--- src/rtl/uart_pkg.sv ---
// Shared UART definitions: parity modes, FSM state encoding and a parity helper.
package uart_pkg;

  localparam int unsigned PARITY_NONE = 0;
  localparam int unsigned PARITY_EVEN = 1;
  localparam int unsigned PARITY_ODD  = 2;

  // Raw encodings are kept as localparams so the transmit side can reuse them.
  localparam logic [2:0] ST_IDLE      = 3'd0;
  localparam logic [2:0] ST_START     = 3'd1;
  localparam logic [2:0] ST_DATA      = 3'd2;
  localparam logic [2:0] ST_PARITY    = 3'd3;
  localparam logic [2:0] ST_STOP      = 3'd4;
  localparam logic [2:0] ST_WAIT_IDLE = 3'd5;

  typedef enum logic [2:0] {
    StIdle     = ST_IDLE,
    StStart    = ST_START,
    StData     = ST_DATA,
    StParity   = ST_PARITY,
    StStop     = ST_STOP,
    StWaitIdle = ST_WAIT_IDLE
  } uart_state_e;

  // Expected parity bit for up to 9 data bits; narrower words are zero-extended.
  function automatic logic par_calc(input logic [8:0] data, input int unsigned mode);
    logic p;
    p = 1'b0;
    if (mode == PARITY_EVEN) p = ^data;
    else if (mode == PARITY_ODD) p = ~^data;
    return p;
  endfunction

endpackage

--- src/rtl/uart_baud_tick.sv ---
// Oversample tick generator: free-running divider 0..ClkDiv-1, single-cycle tick on wrap.
// Ports: clk_i clock, rst_i async active-high reset, restart_i synchronous phase restart,
//        tick_o one-cycle tick.
module uart_baud_tick #(
  parameter int unsigned ClkDiv = 27
) (
  input  logic clk_i,
  input  logic rst_i,
  input  logic restart_i,
  output logic tick_o
);

  localparam int unsigned CntW = (ClkDiv > 1) ? $clog2(ClkDiv) : 1;
  localparam logic [CntW-1:0] CntMax = CntW'(ClkDiv - 1);

  logic [CntW-1:0] cnt_d, cnt_q;

  always_comb begin
    cnt_d = cnt_q + 1'b1;
    if (restart_i || cnt_q == CntMax) cnt_d = '0;
  end

  assign tick_o = (cnt_q == CntMax);

  always_ff @(posedge clk_i or posedge rst_i) begin
    if (rst_i) cnt_q <= '0;
    else       cnt_q <= cnt_d;
  end

endmodule

--- src/rtl/uart_rx_param.sv ---
// Parametrised UART receiver with majority-vote oversampling and a valid/ready output.
// Ports: clk, rst (async active-high), rx serial in (idles high),
//        m_data/m_perr/m_ferr/m_valid/m_ready output stream, overrun drop pulse, busy.
module uart_rx_param
  import uart_pkg::*;
#(
  parameter int unsigned DATA_BITS  = 8,
  parameter int unsigned PARITY     = 0,
  parameter int unsigned STOP_BITS  = 1,
  parameter int unsigned OVERSAMPLE = 16,
  parameter int unsigned CLK_DIV    = 27
) (
  input  logic                 clk,
  input  logic                 rst,
  input  logic                 rx,
  output logic [DATA_BITS-1:0] m_data,
  output logic                 m_perr,
  output logic                 m_ferr,
  output logic                 m_valid,
  input  logic                 m_ready,
  output logic                 overrun,
  output logic                 busy
);

  localparam int unsigned OsW = $clog2(OVERSAMPLE);
  localparam logic [OsW-1:0] SampA  = OsW'(OVERSAMPLE / 2 - 1);
  localparam logic [OsW-1:0] SampB  = OsW'(OVERSAMPLE / 2);
  localparam logic [OsW-1:0] SampC  = OsW'(OVERSAMPLE / 2 + 1);
  localparam logic [OsW-1:0] OsLast = OsW'(OVERSAMPLE - 1);
  localparam logic [3:0] DataLast = 4'(DATA_BITS - 1);
  localparam logic [3:0] StopLast = 4'(STOP_BITS - 1);

  logic rx_s1_q, rx_s2_q, rx_prev_q;
  uart_state_e state_d, state_q;
  logic [OsW-1:0] os_cnt_d, os_cnt_q;
  logic [3:0] bit_cnt_d, bit_cnt_q;
  logic [1:0] samp_d, samp_q;
  logic [DATA_BITS-1:0] shreg_d, shreg_q;
  logic perr_d, perr_q, ferr_d, ferr_q, done_d, done_q;
  logic [DATA_BITS-1:0] m_data_d, m_data_q;
  logic m_perr_d, m_perr_q, m_ferr_d, m_ferr_q, m_valid_d, m_valid_q, overrun_d, overrun_q;
  logic restart, tick, vote;

  uart_baud_tick #(
    .ClkDiv(CLK_DIV)
  ) u_tick (
    .clk_i    (clk),
    .rst_i    (rst),
    .restart_i(restart),
    .tick_o   (tick)
  );

  // Third sample is taken live from the synchroniser on the deciding tick.
  assign vote = (samp_q[1] & samp_q[0]) | (samp_q[1] & rx_s2_q) | (samp_q[0] & rx_s2_q);

  always_comb begin
    state_d   = state_q;
    os_cnt_d  = os_cnt_q;
    bit_cnt_d = bit_cnt_q;
    samp_d    = samp_q;
    shreg_d   = shreg_q;
    perr_d    = perr_q;
    ferr_d    = ferr_q;
    done_d    = 1'b0;
    restart   = 1'b0;
    unique case (state_q)
      StIdle: begin
        if (rx_prev_q && !rx_s2_q) begin
          state_d   = StStart;
          restart   = 1'b1;
          os_cnt_d  = '0;
          bit_cnt_d = '0;
        end
      end
      StWaitIdle: begin
        if (rx_s2_q) state_d = StIdle;
      end
      default: begin
        if (tick) begin
          os_cnt_d = (os_cnt_q == OsLast) ? '0 : os_cnt_q + 1'b1;
          if (os_cnt_q == SampA || os_cnt_q == SampB) samp_d = {samp_q[0], rx_s2_q};
          if (os_cnt_q == SampC) begin
            case (state_q)
              StStart: begin
                if (vote) state_d = StIdle;
                perr_d = 1'b0;
                ferr_d = 1'b0;
              end
              StData:   shreg_d = {vote, shreg_q[DATA_BITS-1:1]};
              StParity: perr_d = vote ^ par_calc(9'(shreg_q), PARITY);
              StStop: begin
                if (!vote) ferr_d = 1'b1;
                if (bit_cnt_q == StopLast) begin
                  done_d  = 1'b1;
                  state_d = vote ? StIdle : StWaitIdle;
                end
              end
              default: ;
            endcase
          end
          if (os_cnt_q == OsLast) begin
            case (state_q)
              StStart: begin
                state_d   = StData;
                bit_cnt_d = '0;
              end
              StData: begin
                if (bit_cnt_q == DataLast) begin
                  state_d   = (PARITY != PARITY_NONE) ? StParity : StStop;
                  bit_cnt_d = '0;
                end else begin
                  bit_cnt_d = bit_cnt_q + 1'b1;
                end
              end
              StParity: begin
                state_d   = StStop;
                bit_cnt_d = '0;
              end
              StStop:  bit_cnt_d = bit_cnt_q + 1'b1;
              default: ;
            endcase
          end
        end
      end
    endcase
  end

  // Output register: a completed word loads only if the slot is free or being drained.
  always_comb begin
    m_data_d  = m_data_q;
    m_perr_d  = m_perr_q;
    m_ferr_d  = m_ferr_q;
    m_valid_d = m_valid_q;
    overrun_d = 1'b0;
    if (m_valid_q && m_ready) m_valid_d = 1'b0;
    if (done_q) begin
      if (!m_valid_q || m_ready) begin
        m_data_d  = shreg_q;
        m_perr_d  = perr_q;
        m_ferr_d  = ferr_q;
        m_valid_d = 1'b1;
      end else begin
        overrun_d = 1'b1;
      end
    end
  end

  always_ff @(posedge clk or posedge rst) begin
    if (rst) begin
      rx_s1_q   <= 1'b1;
      rx_s2_q   <= 1'b1;
      rx_prev_q <= 1'b1;
      state_q   <= StIdle;
      os_cnt_q  <= '0;
      bit_cnt_q <= '0;
      samp_q    <= '0;
      shreg_q   <= '0;
      perr_q    <= 1'b0;
      ferr_q    <= 1'b0;
      done_q    <= 1'b0;
      m_data_q  <= '0;
      m_perr_q  <= 1'b0;
      m_ferr_q  <= 1'b0;
      m_valid_q <= 1'b0;
      overrun_q <= 1'b0;
    end else begin
      rx_s1_q   <= rx;
      rx_s2_q   <= rx_s1_q;
      rx_prev_q <= rx_s2_q;
      state_q   <= state_d;
      os_cnt_q  <= os_cnt_d;
      bit_cnt_q <= bit_cnt_d;
      samp_q    <= samp_d;
      shreg_q   <= shreg_d;
      perr_q    <= perr_d;
      ferr_q    <= ferr_d;
      done_q    <= done_d;
      m_data_q  <= m_data_d;
      m_perr_q  <= m_perr_d;
      m_ferr_q  <= m_ferr_d;
      m_valid_q <= m_valid_d;
      overrun_q <= overrun_d;
    end
  end

  assign m_data  = m_data_q;
  assign m_perr  = m_perr_q;
  assign m_ferr  = m_ferr_q;
  assign m_valid = m_valid_q;
  assign overrun = overrun_q;
  assign busy    = (state_q != StIdle);

endmodule

--- config.mk ---
export PLATFORM = sky130hd
export DESIGN_NAME = uart_rx_param
export DESIGN_NICKNAME = d
export VERILOG_FILES = /design/src/rtl/uart_pkg.sv /design/src/rtl/uart_baud_tick.sv /design/src/rtl/uart_rx_param.sv
export SDC_FILE = /design/constraint.sdc
export NUM_CORES = 1
export LEC_CHECK = 0
export CORE_MARGIN = 5
export CORE_UTILIZATION = 52
export CTS_CLUSTER_DIAMETER = 30
export CTS_CLUSTER_SIZE = 24
export DETAILED_ROUTE_END_ITERATION = 8
export GPL_ROUTABILITY_DRIVEN = 1
export PLACE_DENSITY = 0.75
export SLEW_MARGIN = 20
export SYNTH_ARGS = -nofsm -noshare
export SYNTH_HDL_FRONTEND = slang
export SYNTH_SLANG_ARGS = --single-unit
--- constraint.sdc ---
create_clock -name clk -period 2.2 [get_ports clk]
set_clock_uncertainty 0.2 [all_clocks]
set_input_delay 0.66 -clock clk [delete_from_list [all_inputs] [get_ports clk]]
set_output_delay 0.66 -clock clk [all_outputs]
set_load 0.02 [all_outputs]
==> Word-level counts from Yosys, hierarchy flattened <==
Index checks and enable logic that the tools add are counted.
W data, S select, Z words.
{ "word_totals": {"regBits": 44, "out_inout_bits": 13} }
{ "op_classes": {"addsub": 3, "eq_ne": 14, "n_mux": 37, "bitwise": 7, "reduce_logical": 26} }
{ "op_table": {"columns": ["cell", "count"], "rows": [
  ["$mux W3", 9],
  ["$mux W4", 6],
  ["$pmux W4 S2", 2],
  ["$mux W1", 13],
  ["$eq A4 B4 Y1 const B", 3],
  ["$pmux W3 S2", 2],
  ["$pmux W4 S3", 1],
  ["$reduce_and A5 Y1", 2],
  ["$pmux W3 S3", 1],
  ["$reduce_and A3 Y1", 3],
  ["$add A4 B1 Y4 const B", 2],
  ["$eq A4 B3 Y1 const B", 2],
  ["$reduce_and A4 Y1", 2],
  ["$reduce_bool A2 Y1", 4],
  ["$eq A3 B2 Y1 const B", 2],
  ["$eq A3 B3 Y1 const B", 2],
  ["$ne A2 B2 Y1 const B", 3],
  ["$reduce_bool A3 Y1", 2],
  ["$add A5 B1 Y5 const B", 1],
  ["$eq A5 B5 Y1 const B", 1],
  ["$mux W5", 1],
  ["$logic_not A4 Y1", 1],
  ["$pmux W1 S2", 2],
  ["$reduce_bool A4 Y1", 1],
  ["other kinds (10)", 19]
]} }

==> Depth between registers and ports, before layout <==
{ "logic_depth": {"ltp_word": 12, "depth_mapped": 8, "mapped_depth_nobuf": 7} }

==> Cells and area by module <==
Synthesis repeated with hierarchy kept, for this count alone.
{ "hier_totals": {"cells_unflattened": 189, "area_unflattened_um2": 2162.1} }
{ "modules_own_cells": {"columns": ["mod", "n_inst", "cells_each", "area_per_inst_um2", "seq_area_each_um2"], "rows": [
  ["uart_rx_param", 1, 166, 1874.3, 979.7],
  ["uart_baud_tick", 1, 23, 287.8, 125.1]
]} }

==> Worst setup path after synthesis <==
Ideal clock, no wire load.
{ "synth_timing": {"path_kind": "register -> register", "start": "register u_tick.cnt_q[0]", "end": "register shreg_q[0]", "setup_ps": 125, "arrival_ps": 1865, "required_time_ps": 1875, "slack_ps": 10, "stages_incl_launch_ff": 9, "path_buffers": 2, "period_less_slack_ps": 2190, "path_cell_list": "dfrtp_1 -> inv_1 -> ha_1 -> and4b_1 -> buf_6 -> nand2_4 -> or4_4 -> buf_6 -> mux2_4"} }
{ "synth_between": {"elab_chain_len": 2} }
{ "synth_rtl": {"columns": ["element", "line_no", "rtl"], "rows": [
  ["start: declaration", "uart_baud_tick.sv:16", "logic [CntW-1:0] cnt_d, cnt_q;"],
  ["start signal: assignment", "uart_baud_tick.sv:27", "else cnt_q <= cnt_d;"],
  ["$eq A5 B5 Y1", "uart_baud_tick.sv:23", "assign tick_o = (cnt_q == CntMax);"],
  ["$reduce_and A4 Y1 (no source line)", null, null],
  ["end signal: assignment", "uart_rx_param.sv:174", "shreg_q <= shreg_d;"],
  ["end: declaration", "uart_rx_param.sv:38", "logic [DATA_BITS-1:0] shreg_d, shreg_q;"]
]} }
No other way between the ends.
A chain may end at the register's enable or synchronous reset.

==> Final worst setup path <==
{ "layout_timing": {"start": "register u_tick.cnt_q[0]", "end": "register shreg_q[3]"} }
The elaborated chain is that of the path after synthesis.

==> metrics.md <==
| Metric | Value |
|---|---|
| Run status | finished clean |
| Net count reported at finish | 242 |
| Worst r2r dst | shreg_q[3] |
| Height of the die | approximately 75 um |
| Number of buffers added on ports | 16 |
| Most used cells in the layout excluding fill and tap cells | 41 x sky130_fd_sc_hd__dfrtp_1, 22 x sky130_fd_sc_hd__nor2_1, 16 x sky130_fd_sc_hd__nand2_1 |
| DRT Wirelength | 3.88 mm |
| Via count of the first global-routing pass | between 1,500 and 2,000 |
| Cell-by-cell listing of the critical path | inv_1 -> ha_1 -> and4b_2 -> nand2_4 -> or4_4 -> mux2_4 |
| DR pass1 iterations | 4 |
| Antenna diode count | 0 |
| Die span in x | roughly 75 um |
| Synthesized netlist net count | roughly 210 |
| Initial core utilization | 0.541 |
| CTS buffer count | 5 |
| Total global routing overflow | 0 |
| Die area | 5630 sq um |
| Headroom to the max-slew limit | 0.738 |
| Top-level port count | 17 |
| Final standard cell count with taps included and fillers excluded | 282 |
| Global placer's final weighted congestion | 0.912 |
| RSZ-0062 raised after global routing | true |
| Clock Sinks | 44 |
| DRT met1 WL | 1.73 mm |
| Post-layout min period | around 2200 ps |
| Min-delay worst type | reg2reg |
| Crit path capture | shreg_q[3] |
| Post-synthesis sequential element count | 44 |
| Highest metal used | met4 |
| Number of buffers between clock root and the deepest sink | 2 |
| DR vias/cell | 5.55 |
| Worst vdd rail ir drop | about 0.00059 V |
| Worst setup startpoint | u_tick.cnt_q[0] |
| Cells on worst reg2reg path | 6 |
| Final hold violation count | 0 |
| Clock latency of the later-clocked register in the worst-skew pair | 300 ps |
| Number of synthesis warnings | 0 |
| Placeable Area | 4060 sq um |
| Antenna Nets Post-Route | 0 |
| Total cell area at the placement stage | 2510 sq um |
| Leading register cell type out of synthesis | sky130_fd_sc_hd__dfrtp_1 |
| Leak pwr | 1.25 nW |
| Number of placed instances with taps included | 274 |
| Sequential cell area fraction in the yosys report | 0.503 |
| Clock-pin transition on the worst setup and hold timing paths | 90 ps |
| Post-route cell area | 2640 sq um |
| Highest cell delay on the worst timing path | 590 ps |
| Total of fill cells in the finished design | 331 |
| WP data arrival | 2150 ps |
| Max Fanout on Critical Path | 8 |
| Area added between synthesis and finish | 20.2% |
| Total global routing track utilization | 0.155 |
| Setup TNS | 0 ps |
| F_max | 463 MHz |
| Crit Reg-Reg Startpoint | u_tick.cnt_q[0] |
| Netlist Area Pre-Place | 2200 sq um |
| H-tree levels | 2 |
| Critical Path End Type | flop |
| CTS root buffer | sky130_fd_sc_hd__clkbuf_8 |
| Detail Route met3 WL | 260 um |
| Number of synthesized flops with an enable pin | 0 |
| Maximum number of pins on one net before global-route repair | 45 |
| Setup Crit Path Kind | reg2reg |
| Cell Pwr Density | 754 nW/um^2 |
| Startpoint kind of the worst setup timing path | flop |
| Placed wire-length estimate | 2.77 mm |
| Met2 WL | 1.83 mm |
| Wire length of the first global-routing pass | 6.72 mm |
| Leading cell type in the layout, fill and taps excluded | sky130_fd_sc_hd__dfrtp_1 |
| Clock tree from TritonCTS | done |
| Antenna violations before repair | 0 |
| Routed length per instance | 13.8 um |
| Async set or reset register ratio after synthesis | 1.00 |
| Critical path required time | 2190 ps |
| Number of design rule violations left after detail routing | 0 |
| Minimum setup slack among reg-to-reg paths | roughly 42 ps |
| Slew @ Worst Pin | 387 ps |
| Fraction of layout cells with a size suffix above 1 | 0.228 |
| Per-instance average area after synthesis | roughly 11 sq um |
| Fin. max-slew vios | 0 |
| Number of setup buffers added after CTS | 0 |
| Number of rows in the core area | 23 |
| Gate Count Post-Synth | 200 |
| Total via count in the routed design | 1,564 |
| CP max-delay cell | sky130_fd_sc_hd__or4_4 |
| Portion of the clock cycle consumed by the worst path in the final layout | 0.981 |
| Count of max-cap constraint violations | 0 |
| Number of hold buffers added after cts | 0 |
| Number of setup violations in the final report | 0 |
| Number of DRC markers after the initial detailed-route iteration | 86 |
| Distinct cell type count of the synthesized netlist | 44 |
==> stage by stage <==
stage	utilization	worst slack (ps)	hold slack [ps]	total power, W
global route	0.651	-11.9	170	0.00210
global placement	0.619	53.1	147	0.00135
floorplan	-	10.2	145	0.00122
detailed placement	0.619	26.7	151	0.00136
finish	0.651	42.3	160	0.00199
CTS	0.648	11.8	163	0.00201
==> power by group <==
group | switching, W | internal [W] | total, W
Sequential | 0.0000685 | 0.000885 | 0.000953
Combinational | 0.000207 | 0.000177 | 0.000384
Clock | 0.000282 | 0.000371 | 0.000654
Total | 0.000558 | 0.00143 | 0.00199
==> cells in the mapped netlist (2+ instances only) <==
cell                        n  share of area
sky130_fd_sc_hd__nand2b_1   2         0.0057
sky130_fd_sc_hd__o21a_1     3          0.010
sky130_fd_sc_hd__nor2b_1    4          0.011
sky130_fd_sc_hd__and3b_1    2         0.0080
sky130_fd_sc_hd__nand2_1   16          0.027
sky130_fd_sc_hd__nand3_1    8          0.018
sky130_fd_sc_hd__nand3b_1   4          0.014
sky130_fd_sc_hd__a21oi_1    6          0.014
sky130_fd_sc_hd__clkbuf_1   3         0.0051
sky130_fd_sc_hd__ha_1       7          0.040
sky130_fd_sc_hd__mux2_4     8          0.055
sky130_fd_sc_hd__o21ai_0   11          0.025
sky130_fd_sc_hd__buf_6      2          0.010
sky130_fd_sc_hd__xnor2_1    2         0.0080
sky130_fd_sc_hd__a22o_1     3          0.012
sky130_fd_sc_hd__a21o_1     2         0.0068
sky130_fd_sc_hd__dfstp_2    3          0.036
sky130_fd_sc_hd__dfrtp_1   41           0.47
sky130_fd_sc_hd__inv_1      8          0.014
sky130_fd_sc_hd__xor2_1     3          0.012
sky130_fd_sc_hd__nand4_1    2         0.0057
sky130_fd_sc_hd__mux2_2    14          0.072
sky130_fd_sc_hd__nor2_1    22          0.038
sky130_fd_sc_hd__a31oi_1    4          0.011
==> layer usage <==
layer | global-route usage | vias up
li1 | - | 767
met1 | 0.195 | 742
met2 | 0.258 | 48
met3 | 0.0360 | 7
met4 | 0.0613 | 0
met5 | 0 | -
==> layout make-up <==
class | count | area (sq um) | share of cell area
well taps | 50 | 62.6 | 0.0237
clock buffers | 6 | 82.6 | 0.0313
repair buffers | 31 | 297 | 0.112
flip-flops and latches | 44 | 1100 | 0.418
clock inverters | 2 | 38.8 | 0.0147
inverters | 8 | 30.0 | 0.0114
multi-input cells | 141 | 1020 | 0.388
==> cells by family after synthesis <==
group,Yosys count,synth area share
buffers and inverters,15,0.0347
muxes,22,0.126
AOI/OAI and AO/OA,35,0.102
adders and majority gates,8,0.0444
DFF,44,0.503
xor gates and xnor gates,5,0.0199
and+or+nand+nor,71,0.170
==> sequential cells by signal (all words and copies together) (netlist names) <==
| signal | cells |
|---|---|
| u_tick.cnt_q | 5 |
| rx_s2_q | 1 |
| rx_prev_q | 1 |
| rx_s1_q | 1 |
| m_perr | 1 |
| m_ferr | 1 |
| os_cnt_q | 4 |
| m_valid | 1 |
| done_q | 1 |
| state_q | 3 |
| perr_q | 1 |
| ferr_q | 1 |
| bit_cnt_q | 4 |
| m_data | 8 |
| overrun | 1 |
| samp_q | 2 |
| shreg_q | 8 |
==> worst min-delay path by stage <==
stage / startpoint / end / slack [ps] / cells after the start
final: rx_s1_q / rx_s2_q / 160 / 0
after CTS: rx_s1_q / rx_s2_q / 160 / 0
after detailed placement: rx_s1_q / rx_s2_q / 150 / 0
after global placement: rx_s1_q / rx_s2_q / 150 / 0
after floorplan: rx_s1_q / rx_s2_q / 150 / 0
after global routing: rx_s1_q / rx_s2_q / 170 / 0
==> worst max-delay path: cells and delay by family, from the launching register on <==
kind | cells | cell delay, ps
buffers and inverters | 1 | 60
DFF | 1 | 380
muxes | 1 | 330
and+or+nand+nor | 3 | 940
adders and majority gates | 1 | 150
==> timing repair <==
item / CTS / global route
gates cloned: 0 / 0
endpoints found under the setup margin: 1 / 9
gates resized for setup: 1 / 5
(Power assumes the default switching activity.)
